<file path="src/rtl/reg_share_arb_pkg.sv">
// reg_share_arb_pkg: shared definitions for the TPU register-sharing arbiters.
//   state_t          - arbiter state encoding (ST_IDLE, ST_OWN)
//   pick_t           - result of a rotating-priority search (any / idx / one-hot)
//   rr_rotate_pick() - first set bit of mask searched from start, wrapping at n
package reg_share_arb_pkg;

    localparam int unsigned RR_MAXN = 8;
    localparam int unsigned RR_IDXW = 3;

    typedef enum logic {
        ST_IDLE,
        ST_OWN
    } state_t;

    typedef struct packed {
        logic               any;
        logic [RR_IDXW-1:0] idx;
        logic [RR_MAXN-1:0] oh;
    } pick_t;

    // Search order is start, start+1, ..., n-1, 0, ..., start-1.
    function automatic pick_t rr_rotate_pick(input logic [RR_MAXN-1:0] mask,
                                             input logic [RR_IDXW-1:0] start,
                                             input int unsigned        n);
        pick_t              p;
        int unsigned        pos;
        logic [RR_IDXW-1:0] pos_i;
        p = '0;
        for (int unsigned k = 0; k < RR_MAXN; k++) begin
            if (k < n) begin
                pos   = (32'(start) + k) % n;
                pos_i = RR_IDXW'(pos);
                if (!p.any && mask[pos_i]) begin
                    p.any       = 1'b1;
                    p.idx       = pos_i;
                    p.oh[pos_i] = 1'b1;
                end
            end
        end
        return p;
    endfunction

endpackage

</file>
<file path="src/rtl/reg_share_arb_rr_pick.sv">
// reg_share_arb_rr_pick: combinational rotating-priority picker.
//   mask  in  N   candidate requests
//   start in  SW  first index searched
//   oh    out N   one-hot pick (zero when mask is empty)
//   idx   out SW  index of the pick
//   any   out 1   mask had at least one bit set
module rr_pick
    import reg_share_arb_pkg::*;
#(
    parameter int unsigned N  = 4,
    parameter int unsigned SW = 2
) (
    input  logic [N-1:0]  mask,
    input  logic [SW-1:0] start,
    output logic [N-1:0]  oh,
    output logic [SW-1:0] idx,
    output logic          any
);

    pick_t              p;
    logic [RR_MAXN-1:0] mask8;

    always_comb begin
        mask8        = '0;
        mask8[N-1:0] = mask;
        p            = rr_rotate_pick(mask8, RR_IDXW'(start), N);
        oh           = p.oh[N-1:0];
        idx          = SW'(p.idx);
        any          = p.any;
    end

endmodule

</file>
<file path="src/rtl/reg_share_arb.sv">
// reg_share_arb: round-robin arbiter sharing one W-bit register among N requesters,
// with bounded bursts of up to MAX_BURST grants to one owner while others wait.
//   clk     in  1    rising-edge clock
//   reset_n in  1    asynchronous active-low reset
//   req     in  N    requests, held until granted
//   data    in  N*W  operands, requester i at [i*W +: W]
//   gnt     out N    one-hot combinational grant (transfer on req & gnt)
//   Y       out W    shared register
//   y_valid out 1    Y loaded on the previous edge
//   y_src   out SW   requester that loaded Y
module reg_share_arb
    import reg_share_arb_pkg::*;
#(
    parameter int unsigned N         = 4,
    parameter int unsigned W         = 18,
    parameter int unsigned MAX_BURST = 4
) (
    input  logic                   clk,
    input  logic                   reset_n,
    input  logic [N-1:0]           req,
    input  logic [N*W-1:0]         data,
    output logic [N-1:0]           gnt,
    output logic [W-1:0]           Y,
    output logic                   y_valid,
    output logic [$clog2(N)-1:0]   y_src
);

    localparam int unsigned SW = $clog2(N);
    localparam int unsigned CW = $clog2(MAX_BURST + 1);
    localparam logic [CW-1:0] MAXC = CW'(MAX_BURST);

    state_t        state, state_nx;
    logic [SW-1:0] own, own_nx, ptr, ptr_nx, own_inc, gidx;
    logic [CW-1:0] cnt, cnt_nx;
    logic [N-1:0]  gnt_c, others, idle_oh, sw_oh;
    logic [SW-1:0] idle_idx, sw_idx;
    logic          idle_any, sw_any;
    logic [W-1:0]  dsel;

    assign own_inc = (own == SW'(N - 1)) ? '0 : own + 1'b1;
    assign others  = req & ~(N'(1) << own);

    rr_pick #(.N(N), .SW(SW)) u_pick_idle (
        .mask (req),
        .start(ptr),
        .oh   (idle_oh),
        .idx  (idle_idx),
        .any  (idle_any)
    );

    rr_pick #(.N(N), .SW(SW)) u_pick_switch (
        .mask (others),
        .start(own_inc),
        .oh   (sw_oh),
        .idx  (sw_idx),
        .any  (sw_any)
    );

    always_comb begin
        state_nx = state;
        own_nx   = own;
        cnt_nx   = cnt;
        ptr_nx   = ptr;
        gnt_c    = '0;
        gidx     = own;
        case (state)
            ST_IDLE: begin
                if (idle_any) begin
                    gnt_c    = idle_oh;
                    gidx     = idle_idx;
                    state_nx = ST_OWN;
                    own_nx   = idle_idx;
                    cnt_nx   = CW'(1);
                end
            end
            ST_OWN: begin
                if (req[own] && (cnt < MAXC || !sw_any)) begin
                    gnt_c = N'(1) << own;
                    if (cnt < MAXC) cnt_nx = cnt + 1'b1;
                end else if (sw_any) begin
                    gnt_c  = sw_oh;
                    gidx   = sw_idx;
                    own_nx = sw_idx;
                    cnt_nx = CW'(1);
                    ptr_nx = own_inc;
                end else begin
                    state_nx = ST_IDLE;
                    ptr_nx   = own_inc;
                    cnt_nx   = '0;
                end
            end
            default: state_nx = ST_IDLE;
        endcase
    end

    // Gated so no grant is visible while reset is held, even though req may be high.
    assign gnt = reset_n ? gnt_c : '0;

    always_comb begin
        dsel = '0;
        for (int unsigned i = 0; i < N; i++) begin
            if (gidx == SW'(i)) dsel = data[i*W +: W];
        end
    end

    always_ff @(posedge clk or negedge reset_n) begin
        if (!reset_n) begin
            state   <= ST_IDLE;
            own     <= '0;
            cnt     <= '0;
            ptr     <= '0;
            Y       <= '0;
            y_valid <= 1'b0;
            y_src   <= '0;
        end else begin
            state <= state_nx;
            own   <= own_nx;
            cnt   <= cnt_nx;
            ptr   <= ptr_nx;
            if (|gnt) begin
                Y       <= dsel;
                y_src   <= gidx;
                y_valid <= 1'b1;
            end else begin
                y_valid <= 1'b0;
            end
        end
    end

endmodule

</file>
<file path="config.mk">
export PLATFORM = sky130hd
export DESIGN_NAME = reg_share_arb
export DESIGN_NICKNAME = d
export VERILOG_FILES = /design/src/rtl/reg_share_arb_pkg.sv /design/src/rtl/reg_share_arb_rr_pick.sv /design/src/rtl/reg_share_arb.sv
export SDC_FILE = /design/constraint.sdc
export NUM_CORES = 1
export LEC_CHECK = 0
export ABC_AREA = 1
export ABC_CLOCK_PERIOD_IN_PS = 10500
export CORE_ASPECT_RATIO = 1.25
export CORE_MARGIN = 3
export CORE_UTILIZATION = 35
export CTS_CLUSTER_SIZE = 14
export DETAILED_ROUTE_END_ITERATION = 12
export PLACE_DENSITY = 0.63
export SLEW_MARGIN = 20
export SYNTH_ARGS = -nofsm -noshare
export SYNTH_HDL_FRONTEND = slang
export SYNTH_HIERARCHICAL = 1
export SYNTH_SLANG_ARGS = --single-unit
</file>
<file path="constraint.sdc">
create_clock -name clk -period 10.5 [get_ports clk]
set_input_delay 2.625 -clock clk [delete_from_list [all_inputs] [get_ports clk]]
set_output_delay 2.625 -clock clk [all_outputs]
set_load 0.03 [all_outputs]
</file>
Yosys cells after proc, flatten, opt, wreduce, memory -nomap -nowiden. Cells that the tools add are included.

Add/subtract/negate cells: 8. $lt $le $gt $ge: 18. Eq/ne operators: 6. Shift operators: 1. Mux-type cells: 66. Bitwise logic cells: 10. Reduce and logical (&&, ||, !) cells: 27.

Operator list (number): $mux W12 (8); $mux W18 (4); $or A8 B4 Y8 (6); $lt A2 B4 Y1 const B (8); $mux W1 (22); $bmux W1 S2 (9); $demux W1 S2 (8); $ge A2 B1 Y1 const B (8); $mux W4 (4); $logic_and A1 B1 Y1 (15); $mux W3 (3); $add A2 B2 Y2 const B (4); $mux W2 (4); $pmux W4 S2 (1); $logic_not A1 Y1 (7); $add A2 B1 Y2 const B (3); $eq A2 B2 Y1 const B (3); $pmux W3 S2 (1); $and A4 B4 Y4 (1); $not A4 Y4 (1); $pmux W2 S2 (1); $reduce_and A2 Y1 (2); $reduce_or A4 Y1 (1); $shl A1 B2 Y4 const A (1); 10 further kinds (11).

Register bits after elaboration: 29. Input port bits: 78. Output and inout port bits: 25. Logic and storage cells: 143.

Depth between registers and ports, before layout. Gate-level depths: netlist of run 1.

Depth after elaboration: 26. Depth in mapped cells: 23. Gate-level depth less buffers: 23.

Hierarchy. The synthesis of run 1 kept the hierarchy.

By module, submodules not included: reg_share_arb (instances 1, cells each 330, area an instance 2188.3 um2, seq. area each 725.7 um2); rr_pick at u_pick_idle (instances 1, cells each 74, area an instance 440.4 um2, seq. area each 0.0 um2); rr_pick at u_pick_switch (instances 1, cells each 74, area an instance 435.4 um2, seq. area each 0.0 um2).

Least setup slack after synthesis of run 1. OpenSTA, ideal clock, no wires.

Path type: in2out. From: in req[3]. To: out gnt[0]. Arrival time: 4279 ps. Data required time: 7875 ps. Setup slack: 3596 ps. Cell stages on the path: 17. Buffers on the path: 2. Cell sequence: inv_1 nor2_1 inv_1 nand2_1 nand3_2 nand2_4 nor2_4 buf_6 nand4_1 buf_2 nand2_1 nand3_4 nand2_1 o21ai_1 nand2_1 nand3_1 inv_1.

Word-level cells in the longest chain between the ends: 19. Elaborated cells between the ends (all ways): 53. Classes of those cells: mux: 31; bitwise: 7; reduce/logical: 15.

Ends and longest elaborated chain: start, declared (RTL line reg_share_arb.sv:20) `input logic [N-1:0] req,`; $and A4 B4 Y4 * (RTL line reg_share_arb.sv:41) `assign others = req & ~(N'(1) << own);`; net others[3] (RTL line reg_share_arb.sv:35) `logic [N-1:0] gnt_c, others, idle_oh, sw_oh;`; $bmux W1 S2 (RTL line reg_share_arb_pkg.sv:33) `if (!p.any && mask[pos_i]) begin`; $mux W1 (implied by the code) (RTL line reg_share_arb_pkg.sv:33); $mux W12 (RTL line reg_share_arb_pkg.sv:33); $logic_not A1 Y1 (RTL line reg_share_arb_pkg.sv:33); $logic_and A1 B1 Y1 (RTL line reg_share_arb_pkg.sv:33); $mux W12 (RTL line reg_share_arb_pkg.sv:33); (+5 left out); $mux W12 * (RTL line reg_share_arb_pkg.sv:33); net sw_any (RTL line reg_share_arb.sv:37) `logic idle_any, sw_any;`; $logic_not A1 Y1 (RTL line reg_share_arb.sv:77) `if (req[own] && (cnt < MAXC || !sw_any)) begin`; $logic_or A1 B1 Y1 (RTL line reg_share_arb.sv:77); $logic_and A1 B1 Y1 (RTL line reg_share_arb.sv:77); $mux W4 * (RTL line reg_share_arb.sv:77); $pmux W4 S2 * (RTL line reg_share_arb.sv:66) `case (state)`; $mux W4 * (RTL line reg_share_arb.sv:97) `assign gnt = reset_n ? gnt_c : '0;`; end, declared (RTL line reg_share_arb.sv:22) `output logic [N-1:0] gnt,`.

The timed path passes the listed nets; every way through them passes the cells marked *. The select of a mux whose other input is x is not followed.

Worst setup path in the final report of run 1. Same ends and word-level chain as after synthesis.

==> impl_metrics.ini, run 1 <==
[timing]
drv_slew = 0
slew_headroom = 0.585
tns_ns = 0
rsz0062_at_grt = false
hold_violations = 0
setup_violations = 0
fmax_ghz = 0.119
fin_crit_ns = 8.40
fin_skew_ns = 0.00635
worstMarginPinSlew_ns = 0.620
post-route-period-util = 0.800

[cts]
insertion_delay_ns = 0.29
clkTransAtPathRegs_ns = 0.07
cts-buffers-inserted = 5
postCtsSetupBuffers = 0
clockBufferDepth = 2
tritoncts = built
h-tree-depth = 2
cts_resized = 0
hold_buffers = 0
clock-sinks = 29
cts_root_buffer = clkbuf_8

[synth]
synth.distinct_cells = 30
synth_edf_count = 0
synthAdderAreaFrac = 0.0612
netlist.area_leader.share = 0.237
ys_warn_count = 6
avgSynthCellArea_um2 = 6.41
synth.largest_area_cell = dfrtp_1
synthMuxAreaShare = 0.00367
syn-instance-count = 478
async_flop_share = 1.00
synthFlopType = dfrtp_1
synth_compound_area_frac = 0.103
ys_seq_elements = 29
synth_nets = 571
synth_xor_area_frac = 0
synth_seq_area_share = 0.237
synth.top_cells.by_area = dfrtp_1 (24%), nand2_1 (21%), nand3_1 (9.0%), ha_1 (6.1%), nor2_1 (5.5%)
synth_area_um2 = 3060
synth-simple-area-share = 0.499
synth_top_family_by_area = simple AND/OR/NAND/NOR gates

[routing]
ant_nets = 0
num_vias = 3406
drc_errors = 0
dr.pass1.iters = 5
wl_um = 9590
via_per_inst = 4.93
wl_per_cell_um = 13.9
drt_iter0_markers = 194

[final_layout]
fillers = 900
nets = 666
area_growth_pct = 37.1
antenna_cells = 0
final_layout_size_suffix_gt1_frac = 0.106
design_area_um2 = 4200

[run_status]
outcome = finished clean

[worst_setup_path]
r2r-start = own[0]$_DFF_PN0_
cp_common_cell = nand2_1
crit_chain = clkdlybuf4s50_1, inv_1, nor2_1, inv_1, nand2_1, nand3_2, nand2_4, nor2_4, nand4_1, nand2_1, nand3_4, nand2_1, o21ai_1, nand2_1, nand3_1, inv_1, clkdlybuf4s50_1
start_kind = primary input
arrival_ns = 5.77
timing.reg2reg.setup_slack_ns = 5.91
worstSetupEndpointType = output pin
worstRegToRegCells = 19
max_stage_delay_ns = 0.66
r2r-end = Y[4]$_DFFE_PN0P_
crit_slowest_cell = clkdlybuf4s50_1
critPathRequiredTime_ns = 7.88
critPathMaxFanout = 13
criticalPathCategory = primary input to output pin

[min_path]
worstHoldPathCells = 2
min_to = Y[12]$_DFFE_PN0P_
min-delay-start = Y[12]$_DFFE_PN0P_
hold_path_class = register to register

[global_route]
grt_antenna_before_repair = 0
grt_pass1_wl_um = 15700
grt_pass1_vias = 3371
grtUsageTotal = 0.199
grt_overflow = 0
grt_max_degree = 41

[floorplanning]
ioPinCount = 103
start_util = 0.366
fp.dieArea_um2 = 9920
die_width_um = 89.7
die_h_um = 111
rows = 37
core_um2 = 8380

[placement]
portBuffers = 102
place_congestion = 0.834
place_hpwl_um = 7650
placed_area_um2 = 4120

[run]
cap_violations = 0
[state kept, by name (all words and copies together), names as in the netlist]
| signal | count |
|---|---|
| Y | 18 |
| cnt | 3 |
| own | 2 |
| ptr | 2 |
| state | 1 |
| y_src | 2 |
| y_valid | 1 |
[Yosys cell counts, types with 5 or more instances]
cell type,count
a21boi_0,8
nand4_1,18
buf_6,6
o21ai_1,9
o21ai_2,6
inv_1,35
nor2_1,45
inv_2,8
dfrtp_1,29
ha_1,15
o21ai_0,8
buf_4,6
a21oi_1,15
nand3_2,5
nand3_1,55
nand2_1,171
nand2_2,16
[critical path: cells and delay by family]
kind	cells	cell delay, ns
compound gates	1	0.06
buf+inv	5	1.37
simple gates	11	1.71
[metal layers]
layer  wire length, um  vias to the layer above  global-route usage  share of wire
met5                 0                        -                   0              0
met4                82                        0              0.0516         0.0086
met3               625                        6              0.0634          0.065
met2              5280                       87               0.370           0.55
met1              3600                     1576               0.205           0.38
li1                  -                     1737                   -              -
[cells in the final DEF (no fill, tap or decap), types with 2 or more instances in the layout]
master	instances
nand2_1	171
nand3_4	3
ha_1	15
nor2_2	2
o21ai_2	6
inv_1	35
clkbuf_8	5
a21oi_1	15
o21ai_0	8
nor2_1	45
nand4_1	18
nand2_4	3
a22oi_1	2
buf_4	2
clkdlybuf4s50_1	102
a21boi_0	8
o21ai_1	9
nor2_8	2
nand3_1	55
inv_2	8
nand3_2	5
nor2_4	2
dfrtp_1	29
clkinv_2	2
nand2_2	16
[cells by family (layout without fill, tap and decap cells)]
family          count (synthesis)  after routing
compound gates                 51             51
fa+ha+maj                      15             15
buf+inv                        59            155
simple gates                  323            323
flops                          29             29
mux                             1              1
[how the worst max path moves through the flow]
stage            from     end  slack [ns]  cells after the start
4_1_cts        req[3]  gnt[0]        2.11                     17
6_report       req[3]  gnt[0]        2.10                     17
3_3_place_gp   req[3]  gnt[1]        2.22                     17
5_1_grt        req[3]  gnt[0]        1.81                     17
3_5_place_dp   req[3]  gnt[0]        2.12                     17
2_1_floorplan  req[3]  gnt[0]        3.60                     17
[layout make-up]
type	count	area, um2	share of cell area
tap	117	146	0.0348
multi-input combinational	390	2050	0.487
inverter	43	161	0.0384
timing repair buffer	104	1040	0.247
sequential	29	726	0.173
clock inverter	3	17.5	0.00417
clock buffer	5	68.8	0.0164
[through the flow]
step / utilization / setup slack (ns) / hold WS [ns] / cells
finish: 0.501 / 2.10 / 0.479 / 691
global route: 0.501 / 1.81 / 0.507 / 691
CTS: 0.501 / 2.11 / 0.484 / 691
detailed placement: 0.491 / 2.12 / 0.465 / 683
global placement: 0.491 / 2.22 / 0.462 / 683
floorplan: - / 3.60 / 0.457 / 478
Power of run 1 is not shown: default switching activity piles up to over one toggle a cycle in this logic, so the estimate is an artifact.
==> run 2: changes to the inputs <==
--- a/config.mk
+++ b/config.mk
@@ -6,13 +6,13 @@
 export NUM_CORES = 1
 export LEC_CHECK = 0
 export ABC_AREA = 1
-export ABC_CLOCK_PERIOD_IN_PS = 10500
+export ABC_CLOCK_PERIOD_IN_PS = 7490
 export CORE_ASPECT_RATIO = 1.25
 export CORE_MARGIN = 3
 export CORE_UTILIZATION = 35
 export CTS_CLUSTER_SIZE = 14
 export DETAILED_ROUTE_END_ITERATION = 12
-export PLACE_DENSITY = 0.63
+export PLACE_DENSITY = 0.66
 export SLEW_MARGIN = 20
 export SYNTH_ARGS = -nofsm -noshare
 export SYNTH_HDL_FRONTEND = slang
==> constraint.sdc (replaced) <==
create_clock -name clk -period 7.49 [get_ports clk]
set_input_delay 1.8725 -clock clk [delete_from_list [all_inputs] [get_ports clk]]
set_output_delay 1.8725 -clock clk [all_outputs]
set_load 0.03 [all_outputs]
==> impl_metrics.ini, run 2 (synthesis gave the netlist of run 1 again) <==
[floorplanning]
ioPinCount = 103
fp.dieArea_um2 = 9920
rows = 37
start_util = 0.366
core_um2 = 8380
die_width_um = 89.7
die_h_um = 111

[final_layout]
multi_input_area_um2 = 2050
fillers = 838
top_regs = Y (18), cnt (3)
final_common_cell = nand2_1
seq_area_um2 = 726
area_growth_pct = 37.1
final_layout_size_suffix_gt1_frac = 0.106
largest_reg_flops = 18
nets = 666
mostFrequentLayoutCells = nand2_1 (171), clkdlybuf4s50_1 (102), nand3_1 (55), nor2_1 (45), inv_1 (35)
antenna_cells = 0
top_register = Y

[min_path]
hold_path_class = register to register

[worst_setup_path]
critPathMaxFanout = 13
criticalPathCategory = primary input to output pin
critPathRequiredTime_ns = 5.62
start_kind = primary input
worstSetupEndpointType = output pin
arrival_ns = 5.05

[global_route]
grt_antenna_before_repair = 0
grt_max_degree = 41
grt_pass1_wl_um = 15600
grt_overflow = 0
grt_pass1_vias = 3359
grtUsageTotal = 0.196

[timing]
hold_violations = 0
tns_ns = 0
post-route-period-util = 0.924
drv_slew = 0
setup_violations = 0
rsz0062_at_grt = false
slew_headroom = 0.596
fin_crit_ns = 6.92
worstMarginPinSlew_ns = 0.603
fmax_ghz = 0.144
fin_skew_ns = 0.00969

[cts]
hold_buffers = 0
h-tree-depth = 2
postCtsSetupBuffers = 0
insertion_delay_ns = 0.29
clockBufferDepth = 2
clkTransAtPathRegs_ns = 0.07
clock-sinks = 29
cts_root_buffer = clkbuf_8
cts_resized = 0
cts-buffers-inserted = 5
tritoncts = built

[routing]
via_per_inst = 4.95
dr.pass1.iters = 4
wl_per_cell_um = 13.7
drc_errors = 0
num_vias = 3418
wl_um = 9470
drt_iter0_markers = 173
ant_nets = 0

[run]
cap_violations = 0

[placement]
place_hpwl_um = 7400
portBuffers = 102
place_congestion = 0.917

[run_status]
outcome = finished clean
[run 2: worst paths after layout]
| kind | from | to | slack (ns) | cells past startpoint |
|---|---|---|---|---|
| max | req[3] | gnt[1] | 0.57 | 17 |
| min | Y[11]$_DFFE_PN0P_ | Y[11]$_DFFE_PN0P_ | 0.48 | 2 |
| max reg2reg | own[0]$_DFF_PN0_ | Y[0]$_DFFE_PN0P_ | 2.87 | 19 |
| min reg2reg | Y[11]$_DFFE_PN0P_ | Y[11]$_DFFE_PN0P_ | 0.48 | 2 |
| max in group asynchronous | reset_n | Y[1]$_DFFE_PN0P_ | 4.92 | 2 |
| min in group asynchronous | reset_n | Y[16]$_DFFE_PN0P_ | 1.88 | 1 |
[run 2: area by class of cell]
class                      instances  share of cell area
timing repair buffer             104               0.247
sequential                        29               0.173
tap                              117              0.0348
clock buffer                       5              0.0164
clock inverter                     3             0.00417
multi-input combinational        390               0.487
inverter                          43              0.0384
[run 2: critical path, stage by stage]
cell,delay (ns)
clkdlybuf4s50_1,0.48
inv_1,0.08
nor2_1,0.05
inv_1,0.06
nand2_1,0.08
nand3_2,0.19
nand2_4,0.08
nor2_4,0.26
nand4_1,0.35
nand2_1,0.33
nand3_4,0.14
nand2_1,0.08
o21ai_1,0.06
nand2_1,0.06
nand3_1,0.09
inv_1,0.09
clkdlybuf4s50_1,0.69
[run 2: metal layers]
layer / routed length [um] / GRT usage
met1: 3760 / 0.213
met2: 4850 / 0.350
met3: 677 / 0.0582
met4: 189 / 0.0616
met5: 0 / 0
[run 2: per-stage QoR]
stage               hold WS [ns]  worst slack, ns  utilization  std cells  area (um2)
floorplan                  0.457             2.09            -        478        3060
global placement           0.462            0.724        0.491        683        4120
detailed placement         0.467            0.611        0.491        683        4120
CTS                        0.483            0.585        0.501        691        4200
global route               0.516            0.237        0.501        691        4200
finish                     0.480            0.567        0.501        691        4200
Power of run 2 is left out for the same reason.
==> run 3: changes to the inputs <==
--- a/config.mk
+++ b/config.mk
@@ -12,6 +12,9 @@
 export CORE_UTILIZATION = 35
 export CTS_CLUSTER_SIZE = 14
 export DETAILED_ROUTE_END_ITERATION = 12
+export GPL_ROUTABILITY_DRIVEN = 0
+export GPL_TIMING_DRIVEN = 0
+export HOLD_SLACK_MARGIN = 0.02
 export PLACE_DENSITY = 0.66
 export SLEW_MARGIN = 20
 export SYNTH_ARGS = -nofsm -noshare
==> impl_metrics.ini, run 3 (synthesis gave the netlist of run 1 again) <==
[worst_setup_path]
worstRegToRegCells = 22
r2r-start = own[0]$_DFF_PN0_
r2r-end = Y[1]$_DFFE_PN0P_
critPathMaxFanout = 10
arrival_ns = 4.96
critPathRequiredTime_ns = 5.62
worstSetupEndpointType = output pin
start_kind = primary input
critPathLaunch = req[3]
timing.reg2reg.setup_slack_ns = 3.30
criticalPathCategory = primary input to output pin

[global_route]
grt_max_degree = 32
grt_antenna_before_repair = 0
grtUsageTotal = 0.196
grt_pass1_vias = 3364
grt_overflow = 0
grt_pass1_wl_um = 15700

[final_layout]
largest_reg_flops = 18
final_layout_size_suffix_gt1_frac = 0.127
antenna_cells = 0
mostFrequentLayoutCells = nand2_1 (171), clkdlybuf4s50_1 (101), nand3_1 (55), nor2_1 (45), inv_1 (35)
final_common_cell = nand2_1
nets = 681
top_regs = Y (18), cnt (3)
top_register = Y
area_growth_pct = 42.4

[cts]
postCtsSetupBuffers = 0
clockBufferDepth = 2
cts-buffers-inserted = 5
clkTransAtPathRegs_ns = 0.07
cts_root_buffer = clkbuf_8
hold_buffers = 0
insertion_delay_ns = 0.28
cts_resized = 0
h-tree-depth = 2
clock-sinks = 29
tritoncts = built

[timing]
slew_headroom = 0.601
setup_violations = 0
fmax_ghz = 0.146
hold_violations = 0
post-route-period-util = 0.912
drv_slew = 0
tns_ns = 0
fin_skew_ns = 0.00729
fin_crit_ns = 6.83
rsz0062_at_grt = false
worstMarginPinSlew_ns = 0.596

[placement]
portBuffers = 102
place_hpwl_um = 7690

[routing]
num_vias = 3409
ant_nets = 0
wl_um = 9480
wl_per_cell_um = 13.4
dr.pass1.iters = 4
via_per_inst = 4.83
drt_iter0_markers = 159
drc_errors = 0

[min_path]
min-delay-start = Y[16]$_DFFE_PN0P_
min_to = Y[16]$_DFFE_PN0P_
worstHoldPathCells = 2
hold_path_class = register to register

[floorplanning]
die_h_um = 111
start_util = 0.366
ioPinCount = 103
fp.dieArea_um2 = 9920
core_um2 = 8380
die_width_um = 89.7
rows = 37

[run_status]
outcome = finished clean

[run]
cap_violations = 0
==> run 3: worst max path at each step <==
stage	cells after the start	endpoint
finish	18	gnt[0]
floorplan	17	gnt[0]
global route	18	gnt[1]
global placement	18	gnt[0]
CTS	18	gnt[0]
detailed placement	18	gnt[0]
==> run 3: per-layer routing <==
layer | vias up | GRT usage | part of all wire
li1 | 1769 | - | -
met5 | - | 0 | 0
met2 | 100 | 0.337 | 0.50
met4 | 0 | 0.0636 | 0.021
met3 | 15 | 0.0507 | 0.062
met1 | 1525 | 0.230 | 0.41
==> run 3: final cells by class <==
cell class,count,area [um2]
Buffer,16,131
Fill cell,851,4020
Clock inverter,1,30.0
Inverter,43,161
Tap cell,117,146
Clock buffer,7,86.3
Sequential cell,29,726
Timing Repair Buffer,103,1040
Multi-Input combinational cell,390,2050
==> run 3: through the flow <==
stage / setup slack (ns) / std cells / hold WS [ns] / utilization / cell area [um2]
final: 0.659 / 706 / 0.485 / 0.521 / 4360
after global routing: 0.342 / 706 / 0.513 / 0.521 / 4360
after CTS: 0.659 / 706 / 0.488 / 0.521 / 4360
after detailed placement: 0.670 / 698 / 0.468 / 0.507 / 4250
after global placement: 0.639 / 697 / 0.464 / 0.505 / 4230
after floorplan: 2.09 / 478 / 0.457 / - / 3060
==> run 3: critical path, cell delays in order <==
cell,delay (ns)
clkdlybuf4s50_1,0.55
inv_1,0.06
nor2_1,0.14
inv_1,0.06
nand2_1,0.09
nand3_2,0.20
nand2_4,0.15
nor2_4,0.06
buf_6,0.13
nand4_1,0.07
buf_2,0.20
nand2_1,0.19
nand3_4,0.18
o21ai_1,0.08
nand2_1,0.07
nand3_1,0.10
inv_1,0.06
clkdlybuf4s50_1,0.69
Power of run 3 is left out for the same reason.
